### src/rtl/freq_meter_pkg.sv
// Shared types and constants for the frequency-meter measurement stage.
package freq_meter_pkg;

    localparam int unsigned BCD_W      = 4;
    localparam int unsigned SYS_CLK_HZ = 100_000_000;

    localparam type bcd_digit_t = logic [BCD_W-1:0];

    typedef enum logic {
        START,
        GATE
    } state_e;

endpackage

### src/rtl/freq_counter_if.sv
// Result bus from the measurement stage to the display driver.
interface freq_counter_if #(
    parameter int unsigned DIGITS = 6
);
    import freq_meter_pkg::*;

    logic [BCD_W*DIGITS-1:0] freq_bcd;
    logic                    freq_valid;
    logic                    overflow;
    logic                    gate_active;

    modport master (
        output freq_bcd,
        output freq_valid,
        output overflow,
        output gate_active
    );

    modport slave (
        input freq_bcd,
        input freq_valid,
        input overflow,
        input gate_active
    );

endinterface

### src/rtl/bcd_digit.sv
// One decade of the ripple-carry BCD edge counter.
module bcd_digit
    import freq_meter_pkg::*;
(
    input  logic       sysclk,
    input  logic       reset,
    input  logic       inc,
    input  logic       clr,
    output bcd_digit_t digit,
    output logic       carry
);

    bcd_digit_t digit_q;

    // digit is the value including this cycle's increment, so a gate boundary can latch it
    // while the register itself clears.
    always_comb begin
        digit = digit_q;
        carry = 1'b0;
        if (inc) begin
            if (digit_q == bcd_digit_t'(9)) begin
                digit = '0;
                carry = 1'b1;
            end else begin
                digit = digit_q + bcd_digit_t'(1);
            end
        end
    end

    always_ff @(posedge sysclk) begin
        if (reset) begin
            digit_q <= '0;
        end else if (clr) begin
            digit_q <= '0;
        end else begin
            digit_q <= digit;
        end
    end

endmodule

### src/rtl/freq_counter.sv
// Frequency-meter measurement stage: counts sigin rising edges over back-to-back gate windows
// and publishes packed BCD in Hz. Macro FREQ_COUNTER_FAST_GATE_EN adds a 1/10-length gate.
module freq_counter
    import freq_meter_pkg::*;
#(
    parameter int unsigned GATE_CYCLES = SYS_CLK_HZ,
    parameter int unsigned DIGITS      = 6
) (
    input  logic sysclk,
    input  logic reset,
    input  logic sigin,
`ifdef FREQ_COUNTER_FAST_GATE_EN
    input  logic fast_gate,
`endif
    freq_counter_if.master res
);

    localparam int unsigned TIMER_W = (GATE_CYCLES > 1) ? $clog2(GATE_CYCLES) : 1;
    localparam int unsigned CNT_W   = BCD_W * DIGITS;
    localparam logic [TIMER_W-1:0] LAST_FULL = TIMER_W'(GATE_CYCLES - 1);

    logic sync1_q, sync_q, delay_q, edge_q;

    always_ff @(posedge sysclk) begin
        if (reset) begin
            sync1_q <= 1'b0;
            sync_q  <= 1'b0;
            delay_q <= 1'b0;
            edge_q  <= 1'b0;
        end else begin
            sync1_q <= sigin;
            sync_q  <= sync1_q;
            delay_q <= sync_q;
            edge_q  <= sync_q & ~delay_q;
        end
    end

    state_e             state_q, state_d;
    logic [TIMER_W-1:0] timer_q, timer_d;
    logic [TIMER_W-1:0] last;
    logic               clr;
    logic               boundary;

    always_comb begin
        state_d  = state_q;
        timer_d  = timer_q + TIMER_W'(1);
        clr      = 1'b0;
        boundary = 1'b0;
        unique case (state_q)
            START: begin
                state_d = GATE;
                timer_d = '0;
                clr     = 1'b1;
            end
            GATE: begin
                // Stay in GATE across the boundary so consecutive windows abut.
                if (timer_q == last) begin
                    boundary = 1'b1;
                    timer_d  = '0;
                    clr      = 1'b1;
                end
            end
            default: state_d = START;
        endcase
    end

    always_ff @(posedge sysclk) begin
        if (reset) begin
            state_q <= START;
            timer_q <= '0;
        end else begin
            state_q <= state_d;
            timer_q <= timer_d;
        end
    end

    logic [DIGITS-1:0] inc;
    logic [DIGITS-1:0] carry;
    logic [CNT_W-1:0]  count;

    for (genvar i = 0; i < DIGITS; i++) begin : g_digit
        if (i == 0) begin : g_lsd
            assign inc[i] = edge_q;
        end else begin : g_upper
            assign inc[i] = carry[i-1];
        end
        bcd_digit u_digit (
            .sysclk (sysclk),
            .reset  (reset),
            .inc    (inc[i]),
            .clr    (clr),
            .digit  (count[i*BCD_W +: BCD_W]),
            .carry  (carry[i])
        );
    end

    logic             wrap;
    logic [CNT_W-1:0] result;

`ifdef FREQ_COUNTER_FAST_GATE_EN
    localparam logic [TIMER_W-1:0] LAST_FAST = TIMER_W'(GATE_CYCLES / 10 - 1);

    logic fast_q;

    // Sampled only at gate start so a mid-gate change applies to the following window.
    always_ff @(posedge sysclk) begin
        if (reset) begin
            fast_q <= 1'b0;
        end else if (clr) begin
            fast_q <= fast_gate;
        end
    end

    assign last   = fast_q ? LAST_FAST : LAST_FULL;
    assign wrap   = fast_q ? carry[DIGITS-2] : carry[DIGITS-1];
    assign result = fast_q ? {count[CNT_W-BCD_W-1:0], BCD_W'(0)} : count;
`else
    assign last   = LAST_FULL;
    assign wrap   = carry[DIGITS-1];
    assign result = count;
`endif

    logic             ovf_flag_q;
    logic [CNT_W-1:0] bcd_q;
    logic             valid_q;
    logic             ovf_q;

    always_ff @(posedge sysclk) begin
        if (reset) begin
            ovf_flag_q <= 1'b0;
        end else if (clr) begin
            ovf_flag_q <= 1'b0;
        end else if (wrap) begin
            ovf_flag_q <= 1'b1;
        end
    end

    always_ff @(posedge sysclk) begin
        if (reset) begin
            bcd_q   <= '0;
            valid_q <= 1'b0;
            ovf_q   <= 1'b0;
        end else begin
            valid_q <= boundary;
            if (boundary) begin
                bcd_q <= result;
                ovf_q <= ovf_flag_q | wrap;
            end
        end
    end

    assign res.freq_bcd    = bcd_q;
    assign res.freq_valid  = valid_q;
    assign res.overflow    = ovf_q;
    assign res.gate_active = (state_q == GATE);

endmodule

### src/flat_wrapper.sv
// flat-port wrapper written by rule: the top's interface ports become plain ports
module freq_counter_flat import freq_meter_pkg::*;
#(
    parameter int unsigned GATE_CYCLES = SYS_CLK_HZ,
    parameter int unsigned DIGITS      = 6
)
  (sysclk, reset, sigin, res_freq_bcd, res_freq_valid, res_overflow, res_gate_active);
  freq_counter_if #(.DIGITS(DIGITS)) res_i ();
  input  logic sysclk;
  input  logic reset;
  input  logic sigin;
  output wire logic [$bits(res_i.freq_bcd)-1:0] res_freq_bcd;
  output wire logic [$bits(res_i.freq_valid)-1:0] res_freq_valid;
  output wire logic [$bits(res_i.overflow)-1:0] res_overflow;
  output wire logic [$bits(res_i.gate_active)-1:0] res_gate_active;
  assign res_freq_bcd = res_i.freq_bcd;
  assign res_freq_valid = res_i.freq_valid;
  assign res_overflow = res_i.overflow;
  assign res_gate_active = res_i.gate_active;
  freq_counter #(.GATE_CYCLES(GATE_CYCLES), .DIGITS(DIGITS)) u_core (.sysclk(sysclk), .reset(reset), .sigin(sigin), .res(res_i));
endmodule
### config.mk
export PLATFORM = sky130hd
export DESIGN_NAME = freq_counter_flat
export DESIGN_NICKNAME = d
export VERILOG_FILES = /design/src/rtl/freq_meter_pkg.sv /design/src/rtl/freq_counter_if.sv /design/src/rtl/bcd_digit.sv /design/src/rtl/freq_counter.sv /design/src/flat_wrapper.sv
export SDC_FILE = /design/constraint.sdc
export NUM_CORES = 1
export LEC_CHECK = 0
export BUFFER_PORTS_ARGS = -buffer_cell sky130_fd_sc_hd__buf_4
export CAP_MARGIN = 15
export CORE_UTILIZATION = 64
export DETAILED_ROUTE_END_ITERATION = 12
export PLACE_DENSITY = 0.89
export REMOVE_ABC_BUFFERS = 1
export SYNTH_ARGS = -nofsm -noshare
export SYNTH_HDL_FRONTEND = slang
export SYNTH_SLANG_ARGS = --single-unit
export TNS_END_PERCENT = 1
### constraint.sdc
create_clock -name sysclk -period 3.9 [get_ports sysclk]
set_clock_uncertainty 0.05 [all_clocks]
set_input_delay 0.78 -clock sysclk [delete_from_list [all_inputs] [get_ports sysclk]]
set_output_delay 0.78 -clock sysclk [all_outputs]
set_load 0.005 [all_outputs]
==> results of run 1 <==
## cells in the final DEF (no fill, tap or decap), types with 3 or more instances in the layout
cell	netlist	routed
dfxtp_1	83	83
and3b_1	3	3
nand3_1	15	15
a211oi_2	24	24
nor4_1	3	3
nand4_1	11	11
a21oi_1	7	7
nor2_2	9	9
buf_4	2	33
mux2i_1	4	4
nor2b_1	11	11
a22oi_1	3	3
xor2_1	15	15
clkbuf_8	0	11
o21ai_0	4	4
nor3_1	8	8
and3_1	7	7
nor2_1	74	74
inv_1	12	12
nand2_1	14	14
xnor2_1	21	21
and4_1	6	6
## flip-flops by register name, summed over array words and instances (netlist names)
| name | cells |
|---|---|
| u_core.delay_q | 1 |
| u_core.edge_q | 1 |
| u_core.g_digit.u_digit.digit_q | 24 |
| u_core.ovf_flag_q | 1 |
| u_core.res.freq_bcd | 24 |
| u_core.res.freq_valid | 1 |
| u_core.res.gate_active | 1 |
| u_core.res.overflow | 1 |
| u_core.sync1_q | 1 |
| u_core.sync_q | 1 |
| u_core.timer_q | 27 |
## worst paths after layout
check,start,cells past startpoint,end,slack (ns)
worst max-delay path,u_core.timer_q[0],7,u_core.timer_q[5],1.26
worst min-delay path,u_core.delay_q,1,u_core.edge_q,0.33
worst max register to register,u_core.timer_q[0],7,u_core.timer_q[5],1.26
worst min register to register,u_core.delay_q,1,u_core.edge_q,0.33
## cell families after synthesis
group | Yosys count | share of synthesized area
AND/OR/NAND/NOR | 185 | 0.281
adder cells (fa/ha/maj) | 1 | 0.00342
AO/OA/AOI/OAI | 46 | 0.121
flip-flops | 83 | 0.455
buffers and inverters | 31 | 0.0424
XOR/XNOR | 36 | 0.0863
multiplexers | 4 | 0.0110
## final cells by class
class | count | share of cell area
Multi-Input combinational cell | 272 | 0.451
Sequential cell | 83 | 0.408
Timing Repair Buffer | 33 | 0.0608
Clock buffer | 13 | 0.0390
Tap cell | 72 | 0.0221
Inverter | 12 | 0.0110
Clock inverter | 2 | 0.00859
## worst max-delay path, stage by stage (launching register included)
cell	delay [ns]
dfxtp_1	0.38
ha_1	0.25
and4_1	0.29
nand4_1	0.11
nor3_1	0.25
or3_1	0.80
buf_4	0.33
nor2b_1	0.07
## power by group through the flow
stage,registers (mW),logic [mW],clock network (mW)
finish,0.852,0.0248,0.616
global route,0.852,0.0275,0.652
CTS,0.852,0.0253,0.626
detailed placement,0.872,0.0253,0
global placement,0.872,0.0244,0
floorplan,0.871,0.00941,0
## routing by layer
| layer | share of wire | track usage | vias up |
|---|---|---|---|
| met5 | 0 | 0 | - |
| met4 | 0.015 | 0.142 | 0 |
| met3 | 0.034 | 0.0388 | 9 |
| met2 | 0.49 | 0.413 | 48 |
| met1 | 0.45 | 0.299 | 1332 |
| li1 | - | - | 1385 |
## through the flow
stage | instances | utilization | hold slack, ns | total power, mW | cell area [µm²]
3_5_place_dp | 472 | 0.705 | 0.323 | 0.897 | 3880
6_report | 487 | 0.740 | 0.334 | 1.49 | 4080
5_1_grt | 487 | 0.740 | 0.359 | 1.53 | 4080
4_1_cts | 487 | 0.740 | 0.334 | 1.50 | 4080
2_1_floorplan | 367 | - | 0.317 | 0.881 | 3540
3_3_place_gp | 472 | 0.705 | 0.324 | 0.896 | 3880
==> flow_summary.json, run 1 <==
{
  "status": "completed",
  "postCtsSetupBuffers": 0,
  "synth.top_cell.area_share": 0.455,
  "drt-total-wl_um": 6740,
  "grt_pass1_vias": 2618,
  "clkPwrFrac": 0.412,
  "synthDistinctLibCells": 48,
  "grt_pass1_wl_um": 11500,
  "initial_core_util": 0.664,
  "slew_headroom": 0.348,
  "num_vias": 2774,
  "yosysWarningCount": 0,
  "fill_cells": 391,
  "vias_per_cell": 5.70,
  "clock_latency_ns": 0.36,
  "cts_max_level": 3,
  "first_pass_iters": 4,
  "power_density_mw_per_mm2": 366,
  "comb_power_share": 0.017,
  "layout_worst_path_cycle_share": 0.676,
  "worst_pin_slew_ns": 0.979,
  "cts_buffers": 9,
  "ff_latch_area_mm2": 0.00166,
  "clock_sinks": 83,
  "place_ws_ns": 1.27,
  "cts_hold_buffers": 0,
  "setup-violations-final": 0,
  "crit_fanout": 29,
  "endpoint_kind": "flip-flop",
  "synth_seq_cells": 83,
  "antenna_found_initial": 0,
  "area_growth_pct": 11.5,
  "syn_avg_cell_area_um2": 9.47,
  "seq_power_share": 0.571,
  "drive_above_1_share": 0.212,
  "fp.dieH_um": 77.6,
  "grt_setup_unrepaired": "no",
  "syn_area_mm2": 0.00365,
  "async_flop_share": 0,
  "diodes": 0,
  "power_leakage_nw": 1.43,
  "drcViolationCount": 0,
  "fmax_ghz": 0.379,
  "internal-power_mw": 1.18,
  "final_max_slew_viol_count": 0,
  "pin_count": 30,
  "synthFlopType": "dfxtp_1",
  "chipWidth_um": 77.6,
  "synth_enable_flop_cells": 0,
  "setup_ws_ns": 1.26,
  "nets": 415,
  "netlist_instances": 386,
  "worst_hold_path_type": "reg -> reg",
  "cp_data_required_time_ns": 4.09,
  "peakVddDrop_v": 0.000285,
  "dp_hpwl_um": 4620,
  "cts_resized": 0,
  "cts.reportedPaths.clkPinSlew_ns": 0.07,
  "gp_congestion": 0.852,
  "synth_common_cells": "dfxtp_1 (83), nor2_1 (74), a211oi_2 (24)",
  "wl_per_cell_um": 13.8,
  "hold_viol_final": 0,
  "cts_root_buf": "clkbuf_8",
  "multiInputGateArea_mm2": 0.00184,
  "swShare": 0.207,
  "p_sw_uw": 309,
  "grt_max_degree": 51,
  "crit_type": "reg -> reg",
  "postRouteAntennaNets": 0,
  "cap_violations": 0,
  "place.port_buffers": 29,
  "period_minus_slack_ns": 2.64,
  "fin_tns_setup_ns": 0,
  "core_region_area_mm2": 0.00551,
  "synthTopCellsByArea": "dfxtp_1 (45%), a211oi_2 (8.2%), nor2_1 (7.6%)",
  "ys_seq_area_frac": 0.455,
  "yosysMostFrequentCell": "dfxtp_1",
  "cts_tree": "built",
  "yosysTopAreaCell": "dfxtp_1",
  "cts_max_path_buffers": 2,
  "rows": 27,
  "dieArea_mm2": 0.00602,
  "grt-ovfl-total": 0,
  "start_kind": "flip-flop",
  "worstPathArrival_ns": 2.83,
  "globalRouteTotalUtil": 0.246,
  "drt_iter0_drc": 180
}
Power figures use the tool's default switching activity.
==> run 2, diff against run 1 <==
Settings changed: CORE_UTILIZATION 64 to 53, PLACE_DENSITY 0.89 to 0.8.
Clock period 3.9 ns to 2.4 ns, I/O delays scaled along.
==> flow_summary.json, run 2 (synthesis results as in run 1) <==
{
  "pin_count": 30,
  "num_vias": 2723,
  "dieArea_mm2": 0.00723,
  "cts_max_level": 3,
  "power_density_mw_per_mm2": 617,
  "grt_setup_unrepaired": "no",
  "cts_tree": "built",
  "cts.reportedPaths.clkPinSlew_ns": 0.08,
  "slowest_delay_ns": 0.37,
  "core_region_area_mm2": 0.00649,
  "critPathSlowestCell": "dfxtp_1",
  "worstPathArrival_ns": 2.33,
  "critical_path_buf_inv_count": 1,
  "start_kind": "flip-flop",
  "drive_above_1_share": 0.218,
  "cts_root_buf": "clkbuf_8",
  "grt_pass1_vias": 2548,
  "setup-violations-final": 0,
  "gp_congestion": 0.758,
  "initial_core_util": 0.563,
  "wl_per_cell_um": 13.7,
  "slew_headroom": 0.689,
  "fill_cells": 535,
  "crit_chain": "ha_1 -> and4_1 -> nand4_1 -> nor4_4 -> buf_12 -> nor2_1 -> a211oi_2",
  "grt_max_degree": 51,
  "stdcell_count": 494,
  "worst_pin_slew_ns": 0.467,
  "hold_viol_final": 0,
  "antenna_found_initial": 0,
  "cts_resized": 0,
  "postRouteAntennaNets": 0,
  "largest_reg_flops": 27,
  "globalRouteTotalUtil": 0.205,
  "crit_type": "reg -> reg",
  "period_minus_slack_ns": 2.10,
  "cts_hold_buffers": 0,
  "grt-ovfl-total": 0,
  "dp_hpwl_um": 4580,
  "fmax_ghz": 0.477,
  "cp_data_required_time_ns": 2.63,
  "status": "completed",
  "dpl.cell_count": 478,
  "drcViolationCount": 0,
  "diodes": 0,
  "area_growth_pct": 13.2,
  "cts_max_path_buffers": 2,
  "grt_pass1_wl_um": 11700,
  "place.port_buffers": 29,
  "cts_buffers": 9,
  "peakVddDrop_v": 0.000319,
  "clock_sinks": 83,
  "whs_ns": 0.308,
  "cp_top_family": "simple AND/OR/NAND/NOR gates",
  "power_leakage_nw": 1.45,
  "top_register": "u_core.timer_q",
  "vias_per_cell": 5.51,
  "postCtsSetupBuffers": 0,
  "clock_latency_ns": 0.35,
  "chipWidth_um": 85.0,
  "cap_violations": 0,
  "final_common_cell": "dfxtp_1",
  "crit_fanout": 50,
  "layout_worst_path_cycle_share": 0.874,
  "drt_iter0_drc": 99,
  "layout_common_cells": "dfxtp_1 (83), nor2_1 (74), buf_4 (33)",
  "final_max_slew_viol_count": 0,
  "drt-total-wl_um": 6780,
  "power_mw": 2.55,
  "worst_hold_path_type": "in -> reg",
  "first_pass_iters": 4,
  "fp.dieH_um": 85.0,
  "endpoint_kind": "flip-flop",
  "rows": 29,
  "nets": 416
}
==> run 2: final timing paths <==
check	start	endpoint	slack [ns]	cells past startpoint
setup / recovery	u_core.timer_q[0]	u_core.res.freq_bcd[1]	0.30	7
hold / removal	sigin	u_core.sync1_q	0.31	2
setup reg to reg	u_core.timer_q[0]	u_core.res.freq_bcd[1]	0.30	7
hold reg to reg	u_core.delay_q	u_core.edge_q	0.35	1
==> run 2: layer usage <==
layer / wire [µm] / GRT usage
met5: 0 / 0
met4: 161 / 0.0940
met3: 274 / 0.0623
met2: 3160 / 0.322
met1: 3190 / 0.259
==> run 2: cell type report <==
class / instances / area (µm²) / area share
Multi-Input combinational cell: 272 / 1840 / 0.444
Clock buffer: 12 / 155 / 0.0375
Clock inverter: 4 / 72.6 / 0.0175
Tap cell: 77 / 96.3 / 0.0233
Timing Repair Buffer: 34 / 268 / 0.0647
Sequential cell: 83 / 1660 / 0.402
Inverter: 12 / 45.0 / 0.0109
==> run 2: report_power, final <==
group / total, mW / switching [mW] / leakage [nW] / internal [mW]
Sequential: 1.38 / 0.00332 / 0.669 / 1.38
Combinational: 0.0414 / 0.0311 / 0.668 / 0.0103
Clock: 1.13 / 0.484 / 0.113 / 0.642
Total: 2.55 / 0.519 / 1.45 / 2.03
==> run 2: through the flow <==
stage | utilization | worst slack (ns) | instance area (µm²) | setup TNS (ns)
6_report | 0.637 | 0.303 | 4140 | 0
5_1_grt | 0.637 | 0.116 | 4140 | 0
4_1_cts | 0.637 | 0.289 | 4140 | 0
3_5_place_dp | 0.602 | 0.314 | 3910 | 0
3_3_place_gp | 0.602 | 0.409 | 3910 | 0
2_1_floorplan | - | -0.945 | 3540 | -21.99
